### config.mk
export PLATFORM = sky130hd
export DESIGN_NAME = mem_bus_arbiter
export DESIGN_NICKNAME = d
export VERILOG_FILES = /design/src/rtl/mem_bus_pkg.sv /design/src/rtl/mem_addr_decoder.sv /design/src/rtl/mem_bus_arbiter.sv
export SDC_FILE = /design/constraint.sdc
export NUM_CORES = 1
export LEC_CHECK = 0
export ABC_AREA = 0
export CORE_MARGIN = 2
export CORE_UTILIZATION = 40
export DETAILED_ROUTE_END_ITERATION = 10
export GPL_TIMING_DRIVEN = 0
export PLACE_DENSITY = 0.88
export RECOVER_POWER = 50
export SLEW_MARGIN = 30
export SYNTH_ARGS = -nofsm -noshare
export SYNTH_HDL_FRONTEND = slang
export SYNTH_SLANG_ARGS = --single-unit
### constraint.sdc
create_clock -name clk -period 2.8 [get_ports clk]
set_input_delay 0.42 -clock clk [delete_from_list [all_inputs] [get_ports clk]]
set_output_delay 0.42 -clock clk [all_outputs]
set_load 0.03 [all_outputs]
### src/rtl/mem_bus_pkg.sv
// Shared definitions for the memory-bus arbiter: system address map, target select
// encoding, FSM states and requester identities.
package mem_bus_pkg;

    localparam int MAP_ADDR_W = 32;

    localparam logic [MAP_ADDR_W-1:0] INSTR_BEGIN = 32'h0040_0000;
    localparam logic [MAP_ADDR_W-1:0] INSTR_END   = 32'h0040_0FFF;
    localparam logic [MAP_ADDR_W-1:0] GPIO_BEGIN  = 32'h1001_0000;
    localparam logic [MAP_ADDR_W-1:0] GPIO_END    = 32'h1001_00FF;
    localparam logic [MAP_ADDR_W-1:0] UART_BEGIN  = 32'h1010_0000;
    localparam logic [MAP_ADDR_W-1:0] UART_END    = 32'h1010_00FF;
    localparam logic [MAP_ADDR_W-1:0] DATA_BEGIN  = 32'h1100_0000;
    localparam logic [MAP_ADDR_W-1:0] DATA_END    = 32'hFFFF_FFFF;

    // Bit position of each target inside the one-hot select.
    typedef enum logic [1:0] {
        TGT_INSTR = 2'd0,
        TGT_DATA  = 2'd1,
        TGT_GPIO  = 2'd2,
        TGT_UART  = 2'd3
    } target_e;

    typedef logic [3:0] sel_t;

    localparam sel_t SEL_INSTR = 4'b0001;

    typedef enum logic [1:0] {
        ST_IDLE = 2'd0,
        ST_BUSY = 2'd1,
        ST_RESP = 2'd2,
        ST_ERR  = 2'd3
    } state_e;

    typedef enum logic {
        REQ_FETCH = 1'b0,
        REQ_DATA  = 1'b1
    } req_id_e;

    function automatic sel_t target_onehot(input target_e t);
        return sel_t'(4'b0001 << t);
    endfunction

    function automatic logic in_range(input logic [MAP_ADDR_W-1:0] a,
                                      input logic [MAP_ADDR_W-1:0] lo,
                                      input logic [MAP_ADDR_W-1:0] hi);
        return (a >= lo) && (a <= hi);
    endfunction

endpackage

### src/rtl/mem_addr_decoder.sv
// Combinational address decode against the system map: one-hot target select plus
// an unmapped flag when the address falls outside every region.
module mem_addr_decoder
    import mem_bus_pkg::*;
#(
    parameter int ADDR_W = 32
) (
    input  logic [ADDR_W-1:0] addr,
    output sel_t              sel,
    output logic              unmapped
);

    logic [MAP_ADDR_W-1:0] map_addr;

    assign map_addr = MAP_ADDR_W'(addr);

    always_comb begin
        sel = '0;
        if (in_range(map_addr, INSTR_BEGIN, INSTR_END)) begin
            sel = target_onehot(TGT_INSTR);
        end else if (in_range(map_addr, GPIO_BEGIN, GPIO_END)) begin
            sel = target_onehot(TGT_GPIO);
        end else if (in_range(map_addr, UART_BEGIN, UART_END)) begin
            sel = target_onehot(TGT_UART);
        end else if (in_range(map_addr, DATA_BEGIN, DATA_END)) begin
            sel = target_onehot(TGT_DATA);
        end
    end

    assign unmapped = (sel == '0);

endmodule

### src/rtl/mem_bus_arbiter.sv
// Shares the memory-bus master port between the fetch and load/store ports, one
// outstanding access at a time, with address-map legality checks and a bus timeout.
//
// state | meaning
// IDLE  | nothing in flight; the arbitration winner is granted combinationally
// BUSY  | m_req held towards the decoded target, waiting for m_ready
// RESP  | rvalid pulse to the owning port with the captured read data
// ERR   | rvalid pulse with err=1 (illegal, unmapped or timed-out access)
module mem_bus_arbiter
    import mem_bus_pkg::*;
#(
    parameter int DATA_W  = 32,
    parameter int ADDR_W  = 32,
    parameter int TIMEOUT = 16
) (
    input  logic                clk,
    input  logic                rst_n,

    input  logic                i_req,
    input  logic [ADDR_W-1:0]   i_addr,
    output logic                i_gnt,
    output logic                i_rvalid,
    output logic [DATA_W-1:0]   i_rdata,
    output logic                i_err,

    input  logic                d_req,
    input  logic                d_we,
    input  logic [DATA_W/8-1:0] d_be,
    input  logic [ADDR_W-1:0]   d_addr,
    input  logic [DATA_W-1:0]   d_wdata,
    output logic                d_gnt,
    output logic                d_rvalid,
    output logic [DATA_W-1:0]   d_rdata,
    output logic                d_err,

    output logic [3:0]          m_sel,
    output logic                m_req,
    output logic                m_we,
    output logic [DATA_W/8-1:0] m_be,
    output logic [ADDR_W-1:0]   m_addr,
    output logic [DATA_W-1:0]   m_wdata,
    input  logic                m_ready,
    input  logic [DATA_W-1:0]   m_rdata
);

    localparam int               CNT_W    = $clog2(TIMEOUT);
    localparam logic [CNT_W-1:0] CNT_LAST = CNT_W'(TIMEOUT - 1);

    state_e              state_q, state_d;
    req_id_e             owner_q;
    req_id_e             last_grant_q;
    logic [CNT_W-1:0]    cnt_q;
    logic [DATA_W-1:0]   rdata_q;

    logic                m_req_q;
    sel_t                m_sel_q;
    logic                m_we_q;
    logic [DATA_W/8-1:0] m_be_q;
    logic [ADDR_W-1:0]   m_addr_q;
    logic [DATA_W-1:0]   m_wdata_q;

    logic                win_data;
    logic                take;
    logic [ADDR_W-1:0]   dec_addr;
    sel_t                dec_sel;
    logic                dec_unmapped;
    logic                legal;
    logic                busy_done;
    logic                busy_timeout;

    // On contention the port that was not granted last wins.
    always_comb begin
        win_data = 1'b0;
        if (d_req && (!i_req || last_grant_q == REQ_FETCH)) begin
            win_data = 1'b1;
        end
    end

    // Grants are held off while reset is asserted so every output reads 0 in reset.
    assign take  = rst_n && (state_q == ST_IDLE) && (i_req || d_req);
    assign i_gnt = take && !win_data;
    assign d_gnt = take && win_data;

    assign dec_addr = win_data ? d_addr : i_addr;

    mem_addr_decoder #(
        .ADDR_W (ADDR_W)
    ) u_addr_decoder (
        .addr     (dec_addr),
        .sel      (dec_sel),
        .unmapped (dec_unmapped)
    );

    assign legal = win_data ? (!dec_unmapped && !(d_we && dec_sel == SEL_INSTR))
                            : (dec_sel == SEL_INSTR);

    assign busy_done    = (state_q == ST_BUSY) && m_ready;
    assign busy_timeout = (state_q == ST_BUSY) && !m_ready && (cnt_q == CNT_LAST);

    always_ff @(posedge clk or negedge rst_n) begin
        if (!rst_n) begin
            state_q <= ST_IDLE;
        end else begin
            state_q <= state_d;
        end
    end

    always_comb begin
        state_d = state_q;
        unique case (state_q)
            ST_IDLE: begin
                if (take) begin
                    state_d = legal ? ST_BUSY : ST_ERR;
                end
            end
            ST_BUSY: begin
                if (busy_done) begin
                    state_d = ST_RESP;
                end else if (busy_timeout) begin
                    state_d = ST_ERR;
                end
            end
            ST_RESP: state_d = ST_IDLE;
            ST_ERR:  state_d = ST_IDLE;
            default: state_d = ST_IDLE;
        endcase
    end

    always_ff @(posedge clk or negedge rst_n) begin
        if (!rst_n) begin
            owner_q      <= REQ_FETCH;
            last_grant_q <= REQ_FETCH;
            cnt_q        <= '0;
            rdata_q      <= '0;
            m_req_q      <= 1'b0;
            m_sel_q      <= '0;
            m_we_q       <= 1'b0;
            m_be_q       <= '0;
            m_addr_q     <= '0;
            m_wdata_q    <= '0;
        end else if (take) begin
            owner_q      <= win_data ? REQ_DATA : REQ_FETCH;
            last_grant_q <= win_data ? REQ_DATA : REQ_FETCH;
            cnt_q        <= '0;
            rdata_q      <= '0;
            if (legal) begin
                m_req_q   <= 1'b1;
                m_sel_q   <= dec_sel;
                m_we_q    <= win_data && d_we;
                m_be_q    <= win_data ? d_be : '1;
                m_addr_q  <= dec_addr;
                m_wdata_q <= win_data ? d_wdata : '0;
            end
        end else if (busy_done) begin
            // Writes complete with zero read data.
            rdata_q <= m_we_q ? '0 : m_rdata;
            cnt_q   <= '0;
            m_req_q <= 1'b0;
            m_sel_q <= '0;
        end else if (busy_timeout) begin
            cnt_q   <= '0;
            m_req_q <= 1'b0;
            m_sel_q <= '0;
        end else if (state_q == ST_BUSY) begin
            cnt_q <= cnt_q + CNT_W'(1);
        end
    end

    assign m_req   = m_req_q;
    assign m_sel   = m_sel_q;
    assign m_we    = m_we_q;
    assign m_be    = m_be_q;
    assign m_addr  = m_addr_q;
    assign m_wdata = m_wdata_q;

    assign i_rvalid = (state_q == ST_RESP || state_q == ST_ERR) && owner_q == REQ_FETCH;
    assign d_rvalid = (state_q == ST_RESP || state_q == ST_ERR) && owner_q == REQ_DATA;
    assign i_err    = (state_q == ST_ERR) && owner_q == REQ_FETCH;
    assign d_err    = (state_q == ST_ERR) && owner_q == REQ_DATA;
    assign i_rdata  = (state_q == ST_RESP && owner_q == REQ_FETCH) ? rdata_q : '0;
    assign d_rdata  = (state_q == ST_RESP && owner_q == REQ_DATA)  ? rdata_q : '0;

endmodule

# Word level (Yosys, flattened, before mapping)
# Cells that the tools add are included.
[totals]
register_bits = 113
input_bits = 138
word_cells = 98
output_inout_bits = 144
[op_classes]
muxes = 32
n_reduce_logical = 38
addsub = 1
eq_ne = 8
n_bitwise = 1
order_cmp = 8
[op_table]
columns = ["operator", "n"]
rows = [
  ["two-way mux 32 bit", 7],
  ["greater-or-equal comparator 32 x 29 -> 1 bit (second input constant)", 3],
  ["<= comparator 32 x 29 -> 1 bit (second input constant)", 2],
  ["two-way mux 4 bit", 12],
  ["greater-or-equal comparator 32 x 23 -> 1 bit (second input constant)", 1],
  ["<= comparator 32 x 23 -> 1 bit (second input constant)", 1],
  ["<= comparator 32 bit (second input constant)", 1],
  ["logical AND 1 bit", 21],
  ["two-way mux 2 bit", 5],
  ["two-way mux 1 bit", 7],
  ["one-hot mux 2 bit (3 select lines)", 1],
  ["AND reduction 2 bit", 3],
  ["logical NOT 1 bit", 5],
  ["adder 4 x 1 -> 4 bit (second input constant)", 1],
  ["== test 2 bit (second input constant)", 2],
  ["== test 4 x 1 -> 1 bit (second input constant)", 1],
  ["== test 4 bit (second input constant)", 1],
  ["logical NOT 4 bit", 1],
  ["nonzero test 4 bit", 1],
  ["logical OR 1 bit", 3],
  ["inequality test 3 bit (second input constant)", 1],
  ["nonzero test 3 bit", 1],
  ["== test 2 x 1 -> 1 bit (second input constant)", 1],
  ["logical NOT 2 bit", 1],
  ["other kinds (5)", 5],
]

# Longest topological paths before layout
# Gate-level depths: netlist (run 1).
[depth]
word_depth = 19
depth_mapped = 9
mapped_depth_nobuf = 6

# Modules after synthesis
# From an unflattened synthesis (run 1), not the netlist that was laid out.
[hier_totals]
cells_unflattened = 561
hier_area_um2 = 5526.6
[by_module_without_submodules]
columns = ["module", "seq_area_each_um2", "instances", "cells_each", "area_each_um2"]
rows = [
  ["mem_bus_arbiter", 2827.7, 1, 541, 5392.7],
  ["mem_addr_decoder", 0.0, 1, 20, 133.9],
]

# Worst setup path before layout (run 1)
# No wires, ideal clock.
[synth_path]
path_kind = "in2reg"
start = "input d_req"
end = "register m_wdata_q[12], in the netlist m_wdata[12]"
path_stages = 8
path_buffers = 2
path_slack_ps = 435
required_ps = 2663
setup_time_ps = 137
t_arrival_ps = 2228
path_cell_list = "a21boi_2 > or4b_1 > a222oi_1 > nand3_1 > buf_2 > buf_2 > a31oi_1 > a21oi_1"
[synth_between]
elab_chain_cells = 15
elab_cells_between_ends = 30
classes_between = "8 x order compare; 1 x eq/ne; 8 x mux; 13 x reduce/logical"
[synth_lines]
columns = ["element", "line_no", "source"]
rows = [
  ["start, declared", "mem_bus_arbiter.sv:26", "input logic d_req,"],
  ["logical AND 1 bit", "mem_bus_arbiter.sv:74", "if (d_req && (!i_req || last_grant_q == REQ_FETCH)) begin"],
  ["two-way mux 1 bit", "mem_bus_arbiter.sv:74", ""],
  ["two-way mux 32 bit", "mem_bus_arbiter.sv:84", "assign dec_addr = win_data ? d_addr : i_addr;"],
  ["greater-or-equal comparator 32 x 29 -> 1 bit / <= comparator 32 bit (equally long branches)", "mem_bus_pkg.sv:47", "return (a >= lo) && (a <= hi);"],
  ["logical AND 1 bit", "mem_bus_pkg.sv:47", ""],
  ["two-way mux 2 bit", "mem_addr_decoder.sv:25", "end else if (in_range(map_addr, DATA_BEGIN, DATA_END)) begin"],
  ["two-way mux 4 bit", "mem_addr_decoder.sv:23", "end else if (in_range(map_addr, UART_BEGIN, UART_END)) begin"],
  ["two-way mux 4 bit", "mem_addr_decoder.sv:21", "end else if (in_range(map_addr, GPIO_BEGIN, GPIO_END)) begin"],
  ["two-way mux 4 bit", "mem_addr_decoder.sv:19", "if (in_range(map_addr, INSTR_BEGIN, INSTR_END)) begin"],
  ["== test 4 x 1 -> 1 bit", "mem_bus_arbiter.sv:94, mem_bus_arbiter.sv:95", ""],
  ["logical AND 1 bit", "mem_bus_arbiter.sv:94", "assign legal = win_data ? (!dec_unmapped && !(d_we && dec_sel == SEL_INSTR))"],
  ["logical NOT 1 bit", "mem_bus_arbiter.sv:94", ""],
  ["logical AND 1 bit", "mem_bus_arbiter.sv:94", ""],
  ["two-way mux 1 bit", "mem_bus_arbiter.sv:94", ""],
  ["AND reduction 2 bit (no source line)", "-", ""],
  ["end signal, assigned", "mem_bus_arbiter.sv:152", "m_wdata_q <= win_data ? d_wdata : '0;"],
  ["end, declared", "mem_bus_arbiter.sv:60", "logic [DATA_W-1:0] m_wdata_q;"],
]
# Several ways; a longest one is shown, not always the timed one.
# A chain may end at the register's enable or synchronous reset.

# Worst setup path in the final report (run 1)
[layout_path]
start = "register state_q[1]"
end = "output i_rdata[19]"
[layout_between]
elab_chain_cells = 3
[layout_lines]
columns = ["element", "line_no", "source"]
rows = [
  ["start, declared", "mem_bus_arbiter.sv:49", "state_e state_q, state_d;"],
  ["start signal, assigned", "mem_bus_arbiter.sv:104", "state_q <= state_d;"],
  ["== test 2 bit", "mem_bus_arbiter.sv:180", "assign i_rdata = (state_q == ST_RESP && owner_q == REQ_FETCH) ? rdata_q : '0;"],
  ["logical AND 1 bit", "mem_bus_arbiter.sv:180", ""],
  ["two-way mux 32 bit", "mem_bus_arbiter.sv:180", ""],
  ["end, declared", "mem_bus_arbiter.sv:23", "output logic [DATA_W-1:0] i_rdata,"],
]
# Every way passes these cells.

==> reports/results.tsv, run 1 <==
stage	metric	value	unit
run_status	outcome	finished with violations	
run_status	failing checks	capacitance limit, slew limit	
placement	dpl hpwl	16200	um
clock_tree	CTS Buffer Depth	2	
critical_path	Reg-to-Reg End	m_wdata[29]	
grt	initial antenna violation count	0	
detailed_routing	Routed Antenna Nets	0	
timing	relative slew slack	-0.0699	
critical_path	cell depth of the worst setup path	4	
cells_and_area	Antenna diodes	0	
timing	fin crit share	0.981	
critical_path	Critical Path RT	2.38	ns
critical_path	Top delay family on crit path	buffers and inverters	
clock_tree	CTS clk-pin slew, worst paths	0.05	ns
grt	largest net degree at the start of global routing	63	
critical_path	R2R Setup Slk	0.16	ns
power_and_ir_drop	Worst VDD drop	0.492	mV
critical_path	Setup crit end	i_rdata[19]	
critical_path	crit path max fanout	10	
floorplan	die area	15800	um2
critical_path	critical path class	reg2out	
timing	Max Clock Freq	364	MHz
critical_path	worst path arrival time	2.33	ns
yosys	FFs w/ async S/R, synth	1.00	
timing	minimum hold slack	0.496	ns
critical_path	Worst R2R Start	last_grant_q	
detailed_routing	drt first-iter violations	350	
yosys	number of library cell types mapped by synthesis	49	
cells_and_area	Fillers	1159	
timing	fin crit period	2.75	ns
floorplan	I/O pins	282	
timing	Final Setup Violations	0	
clock_tree	total CTS buffers	17	
yosys	Cell Area, Synth	5910	um2
critical_path	slowest cell delay on critical path	0.67	ns
clock_tree	clock root cell	clkbuf_16	
yosys	Seq/Total Area, Yosys	0.479	
critical_path	worst-path cell chain	nor2b_4 > clkbuf_2 > and3_1 > clkdlybuf4s50_1	
yosys	EDFF count, synth	0	
clock_tree	Clock Latency Late Sink	0.41	ns
detailed_routing	drt pass-1 iters	6	
placement	gpl congestion	0.942	
floorplan	Core ar.	14500	um2
min_path	hold wc startpoint	cnt_q[3]	
yosys	syn avg cell area	9.05	um2
detailed_routing	DRC Markers	0	
yosys	Post-synth top flop	dfrtp_1	
detailed_routing	Post-Route WL	21900	um
detailed_routing	routed vias	6497	
cells_and_area	nets@finish	1096	
critical_path	Worst Setup End Kind	output port	
power_and_ir_drop	LEAKAGE	4.60	nW
detailed_routing	DR WL/cell	19.0	um
grt	number of global-route vias before repair	6435	
floorplan	die width	126	um
min_path	Hold Crit Depth	1	
yosys	Syn Nets	792	
detailed_routing	routed vias/inst	5.63	
clock_tree	H-tree depth	4	
timing	Slew @ Worst Pin	1.60	ns
cells_and_area	P&R area growth vs syn	64.1	%
timing	unrepaired setup endpoints after global routing	yes	
grt	total grt overflow	0	
floorplan	Initial Util	0.408	
min_path	Hold Path Class	reg2reg	
clock_tree	CTS tree	done	
critical_path	Worst R2R Path Depth	8	
grt	Total GRT Usage	0.272	
yosys	Yosys reg bits	113	
critical_path	worst path buffer plus inverter count	2	
floorplan	Row Count	44	
placement	placed insts	1119	
yosys	YS warnings	0	
critical_path	Critical Path Source	state_q[1]	
floorplan	DIE HEIGHT	126	um
timing	clk_skew	0.00901	ns
clock_tree	clock sink total	113	
timing	max-slew violation count	63	
critical_path	Critical Path Source Type	register	
critical_path	CP max stage cell	clkdlybuf4s50_1	
job	max cap viols	1	
timing	Fin. Hold Viols	0	
grt	first-pass GRT wire length	33800	um
power_and_ir_drop	PD cells	897	nW/um2
yosys	Synth Instances	653	
placement	buffers added on ports	281	
cells_and_area	layout cells sized above 1	0.0897	
cells_and_area	Post-Layout Cell Count	1154	
-- where the power goes --
group	switching, W	internal, W	leakage (nW)
clock network	0.000760	0.00128	0.268
logic	0.00235	0.00155	2.85
registers	0.000483	0.00228	1.48
total	0.00359	0.00511	4.60
-- kinds of logic after synthesis --
kind of cell	share of synthesized area
DFF	0.479
AOI/OAI and AO/OA	0.166
buffers and inverters	0.0502
adders and majority gates	0.00212
xor gates and xnor gates	0.00297
muxes	0.0508
and+or+nand+nor	0.250
-- worst min path at each step --
| stage | to | slack [ns] |
|---|---|---|
| 2_1_floorplan | cnt_q[0] | 0.12 |
| 3_3_place_gp | m_req | 0.46 |
| 3_5_place_dp | m_addr[21] | 0.40 |
| 4_1_cts | m_addr[21] | 0.002 |
| 5_1_grt | m_addr[2] | 0.52 |
| 6_report | cnt_q[3] | 0.50 |
-- layout by cell type, fill, tap and decap left out, types with 17 or more instances in the layout --
| cell | netlist | routed |
|---|---|---|
| a21oi_1 | 68 | 68 |
| clkdlybuf4s50_1 | 0 | 260 |
| mux2i_1 | 30 | 30 |
| clkbuf_1 | 41 | 22 |
| nor2_1 | 45 | 45 |
| clkbuf_2 | 1 | 25 |
| clkbuf_16 | 0 | 17 |
| and3_1 | 66 | 66 |
| nand2_1 | 43 | 42 |
| nor3b_1 | 36 | 36 |
| a31oi_1 | 32 | 32 |
| nand3_1 | 36 | 36 |
| o21ai_1 | 29 | 29 |
| dfrtp_1 | 113 | 111 |
-- sequential cells by signal, indices dropped and copies added (netlist names) --
register / cells
m_wdata: 32
m_req: 1
cnt_q: 4
m_sel: 4
rdata_q: 32
m_addr: 32
last_grant_q: 1
m_be: 4
state_q: 2
m_we: 1
-- synthesized netlist by cell type (all sizes together) (16+ instances only) --
cell type  number  area share
dfrtp         113        0.48
a21oi          68       0.058
and3           66       0.070
nor2           45       0.029
nand2          43       0.027
clkbuf         42       0.027
o21ai          38       0.032
nand3          36       0.031
nor3b          36       0.046
a31oi          32       0.034
mux2i          30       0.051
buf            16       0.015
-- area by class of cell --
cell class,count,area (um2),area share
Clock inverter,10,85.1,0.00878
Inverter,13,52.6,0.00542
Clock buffer,22,474,0.0489
Multi-Input combinational cell,469,2870,0.296
Sequential cell,113,2830,0.292
Tap cell,184,230,0.0237
Timing Repair Buffer,287,2880,0.297
Buffer,56,278,0.0286
-- per-layer routing --
| metal | wire [um] | track usage | share of wire |
|---|---|---|---|
| met1 | 8520 | 0.314 | 0.39 |
| met2 | 11000 | 0.476 | 0.50 |
| met5 | 0 | 0 | 0 |
| met3 | 1730 | 0.0668 | 0.079 |
| met4 | 611 | 0.120 | 0.028 |
-- through the flow --
step                utilization  power, W  instance area, um2  setup TNS [ns]  worst slack (ns)
finish                    0.670   0.00870                9700               0            0.0530
global route              0.670   0.00912                9700         -0.0490           -0.0172
CTS                       0.668   0.00868                9670               0           0.00150
detailed placement        0.620   0.00657                8980          -55.85            -0.826
global placement          0.618   0.00648                8950         -901.77             -5.25
floorplan                     -   0.00483                5910               0             0.435
-- what timing repair did --
| item | CTS | global route |
|---|---|---|
| gates resized for setup | 34 | 44 |
| pin swaps | 2 | 2 |
| setup buffers | 2 | 1 |
| endpoints found under the hold margin | 62 | 0 |
| setup endpoints to repair | 142 | 72 |
| hold buffers | 2 | 0 |
(Power assumes the default switching activity.)
==> inputs of run 2 (changes only) <==
--- a/config.mk
+++ b/config.mk
@@ -8,6 +8,7 @@
 export ABC_AREA = 0
 export CORE_MARGIN = 2
 export CORE_UTILIZATION = 40
+export CTS_CLUSTER_SIZE = 28
 export DETAILED_ROUTE_END_ITERATION = 10
 export GPL_TIMING_DRIVEN = 0
 export PLACE_DENSITY = 0.88
==> results of run 2 <==
The final DEF is identical to that of run 1; final timing and power are the same.
==> inputs of run 3 (changes only) <==
--- a/config.mk
+++ b/config.mk
@@ -6,12 +6,14 @@
 export NUM_CORES = 1
 export LEC_CHECK = 0
 export ABC_AREA = 0
-export CORE_MARGIN = 2
-export CORE_UTILIZATION = 40
+export CELL_PAD_IN_SITES_DETAIL_PLACEMENT = 1
+export CELL_PAD_IN_SITES_GLOBAL_PLACEMENT = 2
+export CORE_MARGIN = 3
+export CORE_UTILIZATION = 23
 export CTS_CLUSTER_SIZE = 28
 export DETAILED_ROUTE_END_ITERATION = 10
 export GPL_TIMING_DRIVEN = 0
-export PLACE_DENSITY = 0.88
+export PLACE_DENSITY = 0.9
 export RECOVER_POWER = 50
 export SLEW_MARGIN = 30
 export SYNTH_ARGS = -nofsm -noshare
==> run 3 against run 2 <==
Against the previous run: the flow now finishes without violations; flip-flop and latch count did not move; count of clock-buffer cells in the layout is 4 lower; cell count rose by 13%; combinational power fell by 1%; highest routed layer is now met5; register-to-register slack gained 0.09 ns; hold slack got worse by 0.14 ns; cell area grew 3.5%.
==> reports/results.tsv, run 3 (synthesis results as in run 1) <==
stage	metric	value	unit
timing	relative slew slack	0.0520	
floorplan	I/O pins	282	
floorplan	Core ar.	25200	um2
timing	TNS Setup	0	ns
cells_and_area	P&R area growth vs syn	69.9	%
placement	placed insts	1265	
grt	total grt overflow	0	
timing	Final Setup Violations	0	
critical_path	Critical Path RT	2.38	ns
cells_and_area	most frequent cells in the layout	clkdlybuf4s50_1, dfrtp_1, a21oi_1, and3_1, dlygate4sd3_1	
power_and_ir_drop	Worst VDD drop	0.449	mV
timing	clk_skew	0.0109	ns
placement	buffers added on ports	281	
timing	Slew @ Worst Pin	1.42	ns
floorplan	die width	166	um
clock_tree	total CTS buffers	17	
timing	minimum hold slack	0.353	ns
timing	Max Clock Freq	369	MHz
grt	Total GRT Usage	0.186	
detailed_routing	routed vias	6358	
grt	number of global-route vias before repair	6898	
critical_path	crit path max fanout	10	
cells_and_area	layout cells sized above 1	0.0943	
cells_and_area	cell area after layout	10000	um2
floorplan	Initial Util	0.235	
detailed_routing	Post-Route WL	26100	um
cells_and_area	most common cell after layout, fill and taps aside	clkdlybuf4s50_1	
clock_tree	clock sink total	113	
cells_and_area	nets@finish	1103	
cells_and_area	Fillers	2896	
timing	fin crit period	2.71	ns
floorplan	DIE HEIGHT	166	um
critical_path	Worst Setup End Kind	output port	
clock_tree	CTS Buffer Depth	2	
cells_and_area	Antenna diodes	0	
cells_and_area	footprint of the multi-input gates	2890	um2
detailed_routing	drt first-iter violations	270	
floorplan	die area	27600	um2
detailed_routing	drt pass-1 iters	4	
timing	max-slew violation count	0	
timing	Fin. Hold Viols	0	
critical_path	critical path class	reg2out	
critical_path	Critical Path Source Type	register	
floorplan	Row Count	58	
critical_path	worst path arrival time	2.29	ns
timing	fin crit share	0.968	
cells_and_area	Post-Layout Cell Count	1306	
detailed_routing	DRC Markers	0	
power_and_ir_drop	Power, Total	0.00876	W
placement	gpl congestion	0.846	
job	max cap viols	0	
placement	dpl hpwl	19400	um
grt	first-pass GRT wire length	40800	um
detailed_routing	Routed Antenna Nets	0	
clock_tree	CTS clk-pin slew, worst paths	0.05	ns
placement	DP Area	9170	um2
cells_and_area	register area	2830	um2
grt	initial antenna violation count	1	
power_and_ir_drop	PD cells	873	nW/um2
power_and_ir_drop	LEAKAGE	5.10	nW
run_status	outcome	finished, final reports clean	
detailed_routing	DR WL/cell	20.0	um
clock_tree	Clock Latency Late Sink	0.42	ns
clock_tree	H-tree depth	4	
detailed_routing	routed vias/inst	4.87	
min_path	Hold Path Class	in2async	
clock_tree	CTS tree	done	
critical_path	Worst R2R Path Depth	10	
grt	largest net degree at the start of global routing	53	
clock_tree	clock root cell	clkbuf_16	
-- run 3: cell types whose count changed in the layout (fill, tap and decap cells not counted), moves of 3 or more --
cell and delta:
buf_2 +3, buf_4 +3, clkbuf_2 -8, clkbuf_4 +3
clkbuf_8 -3, clkdlybuf4s50_1 -81, clkinv_4 +3, dlygate4sd2_1 -3
dlygate4sd3_1 +65, dlymetal6s2s_1 +19
-- run 3: where the power goes --
part	internal, W	switching [W]	total (W)	leakage [nW]
logic	0.00145	0.00240	0.00385	3.35
clock network	0.00130	0.000833	0.00214	0.268
registers	0.00228	0.000497	0.00277	1.48
total	0.00503	0.00373	0.00876	5.10
-- run 3: per-layer routing --
layer | GRT usage | wire length, um | vias up
met4 | 0.0423 | 328 | 2
li1 | - | - | 2990
met3 | 0.0569 | 1720 | 23
met2 | 0.316 | 12700 | 226
met1 | 0.235 | 11400 | 3117
met5 | 0 | 7 | -
-- run 3: metrics by stage --
step | worst slack, ns | utilization
6_report | 0.0905 | 0.399
5_1_grt | -0.0706 | 0.399
4_1_cts | 0.00212 | 0.396
3_5_place_dp | -1.02 | 0.364
3_3_place_gp | -5.84 | 0.363
2_1_floorplan | 0.435 | -
-- run 3: final timing paths --
path | start | endpoint | slack (ns)
max | state_q[0] | d_rdata[12] | 0.09
min in group clk | m_req | m_req | 0.47
max in group asynchronous | rst_n | m_wdata[15] | 1.13
min reg2reg | m_req | m_req | 0.47
min | rst_n | cnt_q[2] | 0.35
max reg2reg | last_grant_q | m_we | 0.25
-- run 3: worst max-delay path: stages (launching register included) --
cell and delay [ns]:
dfrtp_2 0.50, clkinvlp_4 0.17, clkbuf_2 0.28, and3_1 0.25
clkdlybuf4s50_1 0.68
-- run 3: layout make-up --
cell class	count	area share
Timing Repair Buffer	293	0.297
Multi-Input combinational cell	469	0.287
Sequential cell	113	0.282
Clock buffer	18	0.0428
Tap cell	330	0.0411
Buffer	56	0.0294
Clock inverter	13	0.0140
Inverter	13	0.00523
Timing Repair inverter	1	0.000748
-- run 3: repair_timing --
item | CTS | global route
gates resized for setup | 38 | 72
pin swaps | 2 | 4
setup buffers | 5 | 2
endpoints found under the hold margin | 52 | 0
hold buffers | 4 | 0
endpoints found under the setup margin | 143 | 127
gates cloned | 1 | 0
